File: src/rtl/emergency_request_conditioner_pkg.sv
// Shared definitions for the emergency request conditioner: FSM encoding and
// default timing constants aligned with the traffic controller's emergency window.
package emergency_request_conditioner_pkg;

  typedef enum logic [1:0] {
    IDLE     = 2'd0,
    ACTIVE_L = 2'd1,
    ACTIVE_R = 2'd2,
    COOLDOWN = 2'd3
  } state_t;

  // Length of the downstream controller's emergency window, in cycles.
  localparam int EMERGENCY_WINDOW    = 11;

  localparam int DEF_DEBOUNCE        = 4;
  localparam int DEF_HOLD_CYCLES     = EMERGENCY_WINDOW;
  localparam int DEF_MAX_CYCLES      = 120;
  localparam int DEF_COOLDOWN_CYCLES = 8;

endpackage

File: src/rtl/emergency_request_conditioner_sync_debounce.sv
// Two-flop synchroniser followed by a consecutive-sample debouncer for one
// raw asynchronous sensor.
module emergency_request_conditioner_sync_debounce
  import emergency_request_conditioner_pkg::*;
#(
  parameter int DEBOUNCE = DEF_DEBOUNCE
) (
  input  logic clk,
  input  logic reset_n,
  input  logic sensor,
  output logic level
);

  localparam int CW = $clog2(DEBOUNCE + 1);
  localparam logic [CW-1:0] DEB_LAST = CW'(DEBOUNCE - 1);

  logic          meta;
  logic          sync;
  logic [CW-1:0] cnt;

  // NOTE: registers use <= so each flop samples pre-edge values; with = the
  // two synchroniser stages would collapse into one.
  always_ff @(posedge clk or negedge reset_n) begin
    if (!reset_n) begin
      meta  <= 1'b0;
      sync  <= 1'b0;
      cnt   <= '0;
      level <= 1'b0;
    end else begin
      meta <= sensor;
      sync <= meta;
      if (sync == level) begin
        cnt <= '0;
      end else if (cnt == DEB_LAST) begin
        // DEBOUNCE-th consecutive differing sample: accept the new level.
        level <= ~level;
        cnt   <= '0;
      end else begin
        cnt <= cnt + 1'b1;
      end
    end
  end

endmodule

File: src/rtl/emergency_request_conditioner.sv
// Conditions two raw emergency sensors into mutually exclusive, time-bounded
// Emergency_Left/Emergency_Right requests with fault lockout and cooldown.
module emergency_request_conditioner
  import emergency_request_conditioner_pkg::*;
#(
  parameter int DEBOUNCE        = DEF_DEBOUNCE,
  parameter int HOLD_CYCLES     = DEF_HOLD_CYCLES,
  parameter int MAX_CYCLES      = DEF_MAX_CYCLES,
  parameter int COOLDOWN_CYCLES = DEF_COOLDOWN_CYCLES
) (
  input  logic clk,
  input  logic reset_n,
  input  logic sensor_left,
  input  logic sensor_right,
  output logic Emergency_Left,
  output logic Emergency_Right,
  output logic busy,
  output logic fault_left,
  output logic fault_right
);

  localparam int HOLD_W = $clog2(MAX_CYCLES);
  localparam int CD_W   = $clog2(COOLDOWN_CYCLES + 1);
  localparam logic [HOLD_W-1:0] HOLD_LAST = HOLD_W'(HOLD_CYCLES - 1);
  localparam logic [HOLD_W-1:0] MAX_LAST  = HOLD_W'(MAX_CYCLES - 1);
  localparam logic [CD_W-1:0]   CD_LAST   = CD_W'(COOLDOWN_CYCLES - 1);

  state_t            state;
  state_t            next_state;
  logic              deb_l;
  logic              deb_r;
  logic              pend_l;
  logic              pend_r;
  logic              mask_l;
  logic              mask_r;
  logic              req_l;
  logic              req_r;
  logic              forced_exit;
  logic              force_l;
  logic              force_r;
  logic              enter_l;
  logic              enter_r;
  logic [HOLD_W-1:0] hold_cnt;
  logic [CD_W-1:0]   cd_cnt;

  emergency_request_conditioner_sync_debounce #(
    .DEBOUNCE (DEBOUNCE)
  ) u_deb_left (
    .clk     (clk),
    .reset_n (reset_n),
    .sensor  (sensor_left),
    .level   (deb_l)
  );

  emergency_request_conditioner_sync_debounce #(
    .DEBOUNCE (DEBOUNCE)
  ) u_deb_right (
    .clk     (clk),
    .reset_n (reset_n),
    .sensor  (sensor_right),
    .level   (deb_r)
  );

  assign req_l = (deb_l | pend_l) & ~mask_l;
  assign req_r = (deb_r | pend_r) & ~mask_r;

  // NOTE: every always_comb output gets a default first so no path leaves it
  // unassigned, which would otherwise infer a latch.
  always_comb begin
    next_state  = state;
    forced_exit = 1'b0;
    case (state)
      IDLE: begin
        if (req_l)      next_state = ACTIVE_L;
        else if (req_r) next_state = ACTIVE_R;
      end
      ACTIVE_L: begin
        if (hold_cnt == MAX_LAST) begin
          next_state  = COOLDOWN;
          forced_exit = 1'b1;
        end else if (hold_cnt >= HOLD_LAST && !deb_l) begin
          next_state = COOLDOWN;
        end
      end
      ACTIVE_R: begin
        if (hold_cnt == MAX_LAST) begin
          next_state  = COOLDOWN;
          forced_exit = 1'b1;
        end else if (hold_cnt >= HOLD_LAST && !deb_r) begin
          next_state = COOLDOWN;
        end
      end
      COOLDOWN: begin
        if (cd_cnt == CD_LAST) next_state = IDLE;
      end
      default: next_state = IDLE;
    endcase
  end

  assign force_l = forced_exit && (state == ACTIVE_L);
  assign force_r = forced_exit && (state == ACTIVE_R);
  assign enter_l = (state == IDLE) && (next_state == ACTIVE_L);
  assign enter_r = (state == IDLE) && (next_state == ACTIVE_R);

  always_ff @(posedge clk or negedge reset_n) begin
    if (!reset_n) state <= IDLE;
    else          state <= next_state;
  end

  always_ff @(posedge clk or negedge reset_n) begin
    if (!reset_n) begin
      hold_cnt        <= '0;
      cd_cnt          <= '0;
      pend_l          <= 1'b0;
      pend_r          <= 1'b0;
      mask_l          <= 1'b0;
      mask_r          <= 1'b0;
      fault_left      <= 1'b0;
      fault_right     <= 1'b0;
      Emergency_Left  <= 1'b0;
      Emergency_Right <= 1'b0;
      busy            <= 1'b0;
    end else begin
      // ACTIVE is only entered from IDLE, where the counter sits at zero.
      if (state == ACTIVE_L || state == ACTIVE_R) begin
        if (hold_cnt != MAX_LAST) hold_cnt <= hold_cnt + 1'b1;
      end else begin
        hold_cnt <= '0;
      end

      if (state == COOLDOWN) begin
        if (cd_cnt != CD_LAST) cd_cnt <= cd_cnt + 1'b1;
      end else begin
        cd_cnt <= '0;
      end

      // A request blocked by the other channel (or a lost tie) is remembered
      // until served or until its sensor releases.
      if (enter_l || !deb_l) begin
        pend_l <= 1'b0;
      end else if (state == ACTIVE_R || state == COOLDOWN) begin
        pend_l <= 1'b1;
      end

      if (enter_r || !deb_r) begin
        pend_r <= 1'b0;
      end else if (state == ACTIVE_L || state == COOLDOWN ||
                   (state == IDLE && req_l && req_r)) begin
        pend_r <= 1'b1;
      end

      // A timed-out channel stays masked until its sensor is seen released.
      if (force_l)     mask_l <= 1'b1;
      else if (!deb_l) mask_l <= 1'b0;
      if (force_r)     mask_r <= 1'b1;
      else if (!deb_r) mask_r <= 1'b0;

      if (force_l) fault_left  <= 1'b1;
      if (force_r) fault_right <= 1'b1;

      Emergency_Left  <= (next_state == ACTIVE_L);
      Emergency_Right <= (next_state == ACTIVE_R);
      busy            <= (next_state != IDLE);
    end
  end

endmodule

File: config.mk
export PLATFORM = sky130hd
export DESIGN_NAME = emergency_request_conditioner
export DESIGN_NICKNAME = d
export VERILOG_FILES = /design/src/rtl/emergency_request_conditioner_pkg.sv /design/src/rtl/emergency_request_conditioner_sync_debounce.sv /design/src/rtl/emergency_request_conditioner.sv
export SDC_FILE = /design/constraint.sdc
export NUM_CORES = 1
export LEC_CHECK = 0
export ABC_AREA = 1
export CAP_MARGIN = 20
export CORE_UTILIZATION = 35
export DETAILED_ROUTE_END_ITERATION = 10
export GPL_TIMING_DRIVEN = 0
export PLACE_DENSITY = 0.62
export SYNTH_ARGS = -nofsm -noshare
export SYNTH_HDL_FRONTEND = slang
export SYNTH_HIERARCHICAL = 1
export SYNTH_SLANG_ARGS = --single-unit
File: constraint.sdc
create_clock -name clk -period 4.75 [get_ports clk]
set_clock_uncertainty 0.05 [all_clocks]
set_input_delay 1.425 -clock clk [delete_from_list [all_inputs] [get_ports clk]]
set_output_delay 1.425 -clock clk [all_outputs]
set_load 0.01 [all_outputs]
Word-level counts from Yosys, hierarchy flattened

Index checks and enable logic that the tools add are counted.

Memory bits (writable): 0
Bits in read-only memories: 0
Output and inout bits: 5
Memories: 0
Bits in registers: 34
Bits of input ports: 4
Word-level logic and storage cells: 101
Bits in latches: 0

Multiplexer cells: 26
Divide/modulo/power cells: 0
Bitwise logic cells: 10
Multipliers: 0
Add/subtract/negate cells: 4
Eq/ne operators: 17
Shifts and indexed selects: 0
Reduce and logical (&&, ||, !) cells: 23
Order comparisons: 1

Operators by type and width:

| cell                  | number |
|---|---|
| $mux W2               | 7 |
| $mux W7               | 2 |
| $mux W3               | 4 |
| $mux W1               | 10 |
| $logic_and A1 B1 Y1   | 8 |
| $mux W4               | 2 |
| $pmux W2 S4           | 1 |
| $add A7 B1 Y7 const B | 1 |
| $eq A7 B7 Y1 const B  | 1 |
| $ge A7 B4 Y1 const B  | 1 |
| $ne A7 B7 Y1 const B  | 1 |
| $add A3 B1 Y3 const B | 2 |
| $eq A2 B2 Y1 const B  | 3 |
| $eq A3 B2 Y1 const B  | 2 |
| $logic_or A1 B1 Y1    | 6 |
| $not A1 Y1            | 6 |
| $reduce_bool A2 Y1    | 3 |
| $add A4 B1 Y4 const B | 1 |
| $eq A2 B1 Y1 const B  | 2 |
| $eq A4 B3 Y1 const B  | 1 |
| $ne A2 B1 Y1 const B  | 2 |
| $ne A2 B2 Y1 const B  | 2 |
| $ne A4 B3 Y1 const B  | 1 |
| $reduce_and A2 Y1     | 2 |
| 6 further kinds       | 10 |

Logic depth before layout (Yosys ltp)

Depth after elaboration: 9
Mapped depth: 15
Depth with buffers taken out: 15

By module

The synthesis kept the hierarchy.

Modules (own cells, without submodules):

| module                                      | area each (um^2) | times used | sequential area each (um^2) | cells an instance |
|---|---|---|---|---|
| emergency_request_conditioner               | 1206.2           | 1          | 550.5                       | 136 |
| emergency_request_conditioner_sync_debounce | 239.0            | 2          | 150.1                       | 25 |

Worst setup path after synthesis

No wires, ideal clock.

Path kind: register -> output
From: reg fault_left
To: out fault_left
Setup slack: 2890 ps
Buffers on the path: 0
Data arrival time: 385 ps
Cell stages (with the launch flop): 1
Cell sequence: dfrtp_1

RTL lines:

| element                | RTL line                             | source |
|---|---|---|
| from (decl)            | emergency_request_conditioner.sv:18  | `output logic fault_left,` |
| from (signal assigned) | emergency_request_conditioner.sv:118 | `fault_left <= 1'b0;` |
| from (signal assigned) | emergency_request_conditioner.sv:158 | `if (force_l) fault_left <= 1'b1;` |

No word-level cell between the ends.

Worst setup path after layout

From: reg fault_right
To: out fault_right

RTL lines:

| element                | RTL line                             | source |
|---|---|---|
| from (decl)            | emergency_request_conditioner.sv:19  | `output logic fault_right` |
| from (signal assigned) | emergency_request_conditioner.sv:119 | `fault_right <= 1'b0;` |
| from (signal assigned) | emergency_request_conditioner.sv:159 | `if (force_r) fault_right <= 1'b1;` |

No word-level cell between the ends.

==> metrics.cfg <==
[worst_setup_path]
worstSetupStartpointType = flop
timing.rr.end = pend_r
path_depth = 1
r2r_cells = 10
critical_path.endpoint = fault_right
critical_path.top_delay_family = buffers and inverters
timing.critical_path.to_type = primary output
critPathMaxFanout = 2
worstPathCellList = clkdlybuf4s50_1
reg2reg_setup_slack_ns = 3.01
cp-startpoint = fault_right
cp_data_arrival_time_ns = 1.16
rr_startpoint = state[0]
timing.critical_path.required_ns = 3.27
critical_path.slowest_cell = clkdlybuf4s50_1
path_buf_inv = 1
slowest_stage_delay_cp_ns = 0.53
timing.setup.critical_path_class = flop to primary output

[grt]
vias_in_the_first_global_route = 1194
grt_pass1_wl_um = 5020
grt_max_degree = 35
overall_overflow_remaining_after_global_route = 0
grt_util_all_layers = 0.131
antenna_found_initial = 0

[layout]
layout_cell_share_with_drive_strength_beyond_1 = 0.139
area_occupied_by_multi_input_gates_um2 = 717
layout.nets = 215
layout_commonest_cell = nand2_1
synthToLayoutAreaGrowth_pct = 13.7
final.fill_count = 424
count_of_placed_standard_cells_in_the_final_layout_fillers_left_out = 254
antenna_cells = 0
post-route-util = 0.428
layout_common_cells = nand2_1, dfrtp_1, inv_1
layout.area.seq_um2 = 851

[floorplan]
initial_utilization = 0.376
floorplan.rows = 24
floorplan.die.width_um = 71.4
fp.dieH_um = 71.4
design.portCount = 9
core_mm2 = 0.00447
design.die.area_mm2 = 0.00509

[drt]
drtPass1Iterations = 7
via_count = 1185
route.final.wire_length_um = 2740
route.antenna.remaining_nets = 0
drc = 1
detailed_route_wire_length_per_cell_um = 10.8
dr.first_iter.drc_count = 82
routed_via_count_divided_by_cell_count = 4.67

[placement]
place.detailed.hpwl_um = 1930
gpl.final_weighted_congestion = 0.777
placed_cells_incl_taps = 246
count_of_port_buffers_added_during_placement = 8

[clock_network]
clkLatencyLatePin_ns = 0.28
cts.path.max_buffers = 2
cts_clock_pin_slew_for_the_worst_setup_and_hold_paths_ns = 0.07
clock_tree.root_cell = clkbuf_8
post_cts_resize_count = 0
postCtsSetupRepairBufs = 0
cts_num_sinks = 34
postCtsHoldBufs = 0
numCtsBuffers = 5
ctsHtreeMaxLevel = 2
tritoncts_clock_tree = yes

[outcome]
failed_checks = DRC
status = finished with violations

[synthesis]
syn_nets = 200
synth_area_per_cell_um2 = 9.05
netlist_area_before_placement_mm2 = 0.00168
yosys_register_bits = 34
post_synthesis_instance_total = 186
yosys_warnings = 6
post_synth_num_cell_types = 26
synth-seq-area-share = 0.505

[timing]
final-max-slew-violation-count = 0
timing_worst_slew_pin_value_ns = 0.752
rsz_0062_raised_after_global_routing = false
fin_crit_ns = 2.63
maximum_frequency_from_static_timing_analysis_mhz = 380
slew_headroom = 0.499
hold_viol = 0
timing.final.crit_share = 0.555
setup_total_negative_slack_ns = 0
number_of_endpoints_failing_setup_at_the_final_stage = 0

[power]
p_sw_mw = 0.389
switching_share = 0.382
combinationalPowerShare = 0.386
leakage_power_nw = 0.972
cellPowerDensity_mw_per_mm2 = 531
final_total_pwr_mw = 1.02
seq_power_share = 0.401
power_frac_clock = 0.213
vdd_drop_max_mv = 0.159
internal-power_mw = 0.629

[flow_run]
cap_violations = 0

[min_path]
hold_path.class = flop to flop

-- synth_stat cells --
| cell type | number | area, um2 |
|---|---|---|
| nand2_1 | 38 | 143 |
| dfrtp_1 | 34 | 851 |
| nand2_4 | 2 | 22.5 |
| nand4_1 | 1 | 6.26 |
| nor4_1 | 1 | 6.26 |
| nor3_1 | 2 | 10.0 |
| inv_1 | 30 | 113 |
| a21oi_4 | 2 | 32.5 |
| nand3_2 | 2 | 20.0 |
| o21ai_0 | 7 | 35.0 |
| a21oi_1 | 7 | 35.0 |
| nand2_2 | 10 | 62.6 |
| o21bai_1 | 1 | 7.51 |
| a31oi_1 | 3 | 18.8 |
| ha_1 | 10 | 125 |
| a41oi_1 | 1 | 8.76 |
| xor2_1 | 2 | 17.5 |
| nor2_1 | 19 | 71.3 |
| nand3_1 | 7 | 35.0 |
| o21ai_2 | 1 | 8.76 |
| o21ai_1 | 1 | 5.00 |
| o31ai_1 | 1 | 7.51 |
| inv_2 | 1 | 3.75 |
| nor2_4 | 1 | 11.3 |
| nand3b_4 | 1 | 20.0 |
| nand3b_1 | 1 | 7.51 |
-- kinds of logic (layout without fill, tap and decap cells) --
logic type	after synthesis	in the layout	synth area share
flops	34	34	0.505
buf+inv	31	47	0.0691
fa+ha+maj	10	10	0.0743
xor+xnor	2	2	0.0104
simple gates	85	85	0.247
compound gates	24	24	0.0944
-- registers in the layout (all words and copies together) (netlist names), 2 cells and up --
signal,count
hold_cnt,7
u_deb_left/cnt,3
u_deb_right/cnt,3
cd_cnt,4
state,2
-- per-layer routing --
layer	wire, um	track usage	up-vias
met5	0	0	-
met4	21	0.0667	0
met3	96	0.0422	2
met2	1240	0.212	18
met1	1380	0.156	554
li1	-	-	611
-- cell type report --
class | count | share of cell area
inverters | 31 | 0.0607
repair buffers | 8 | 0.0392
flip-flops and latches | 34 | 0.444
multi-input cells | 121 | 0.374
clock inverters | 1 | 0.00261
well taps | 52 | 0.0340
clock buffers | 7 | 0.0451
-- stage by stage --
step / hold slack (ns) / cell area (um2) / worst slack [ns]
2_1_floorplan: 0.281 / 1680 / 2.89
3_3_place_gp: 0.283 / 1830 / 1.44
3_5_place_dp: 0.287 / 1820 / 2.41
4_1_cts: 0.304 / 1920 / 2.10
5_1_grt: 0.318 / 1920 / 2.07
6_report: 0.302 / 1920 / 2.12
-- power groups by stage --
stage          clock, mW  combinational [mW]  sequential (mW)
2_1_floorplan          0               0.305            0.406
3_3_place_gp           0               0.390            0.413
3_5_place_dp           0               0.394            0.414
4_1_cts            0.227               0.397            0.409
5_1_grt            0.240               0.457            0.418
6_report           0.217               0.393            0.408
-- worst min-delay path by stage --
stage | from | endpoint | slack, ns | cells after the start
after floorplan | u_deb_left/meta | u_deb_left/sync | 0.28 | 0
after global placement | u_deb_right/meta | u_deb_right/sync | 0.28 | 0
after detailed placement | u_deb_right/meta | u_deb_right/sync | 0.29 | 0
after CTS | u_deb_right/meta | u_deb_right/sync | 0.30 | 0
after global routing | u_deb_right/meta | u_deb_right/sync | 0.32 | 0
final | u_deb_right/meta | u_deb_right/sync | 0.30 | 0
Note: power is estimated with default switching activity, not from simulation.
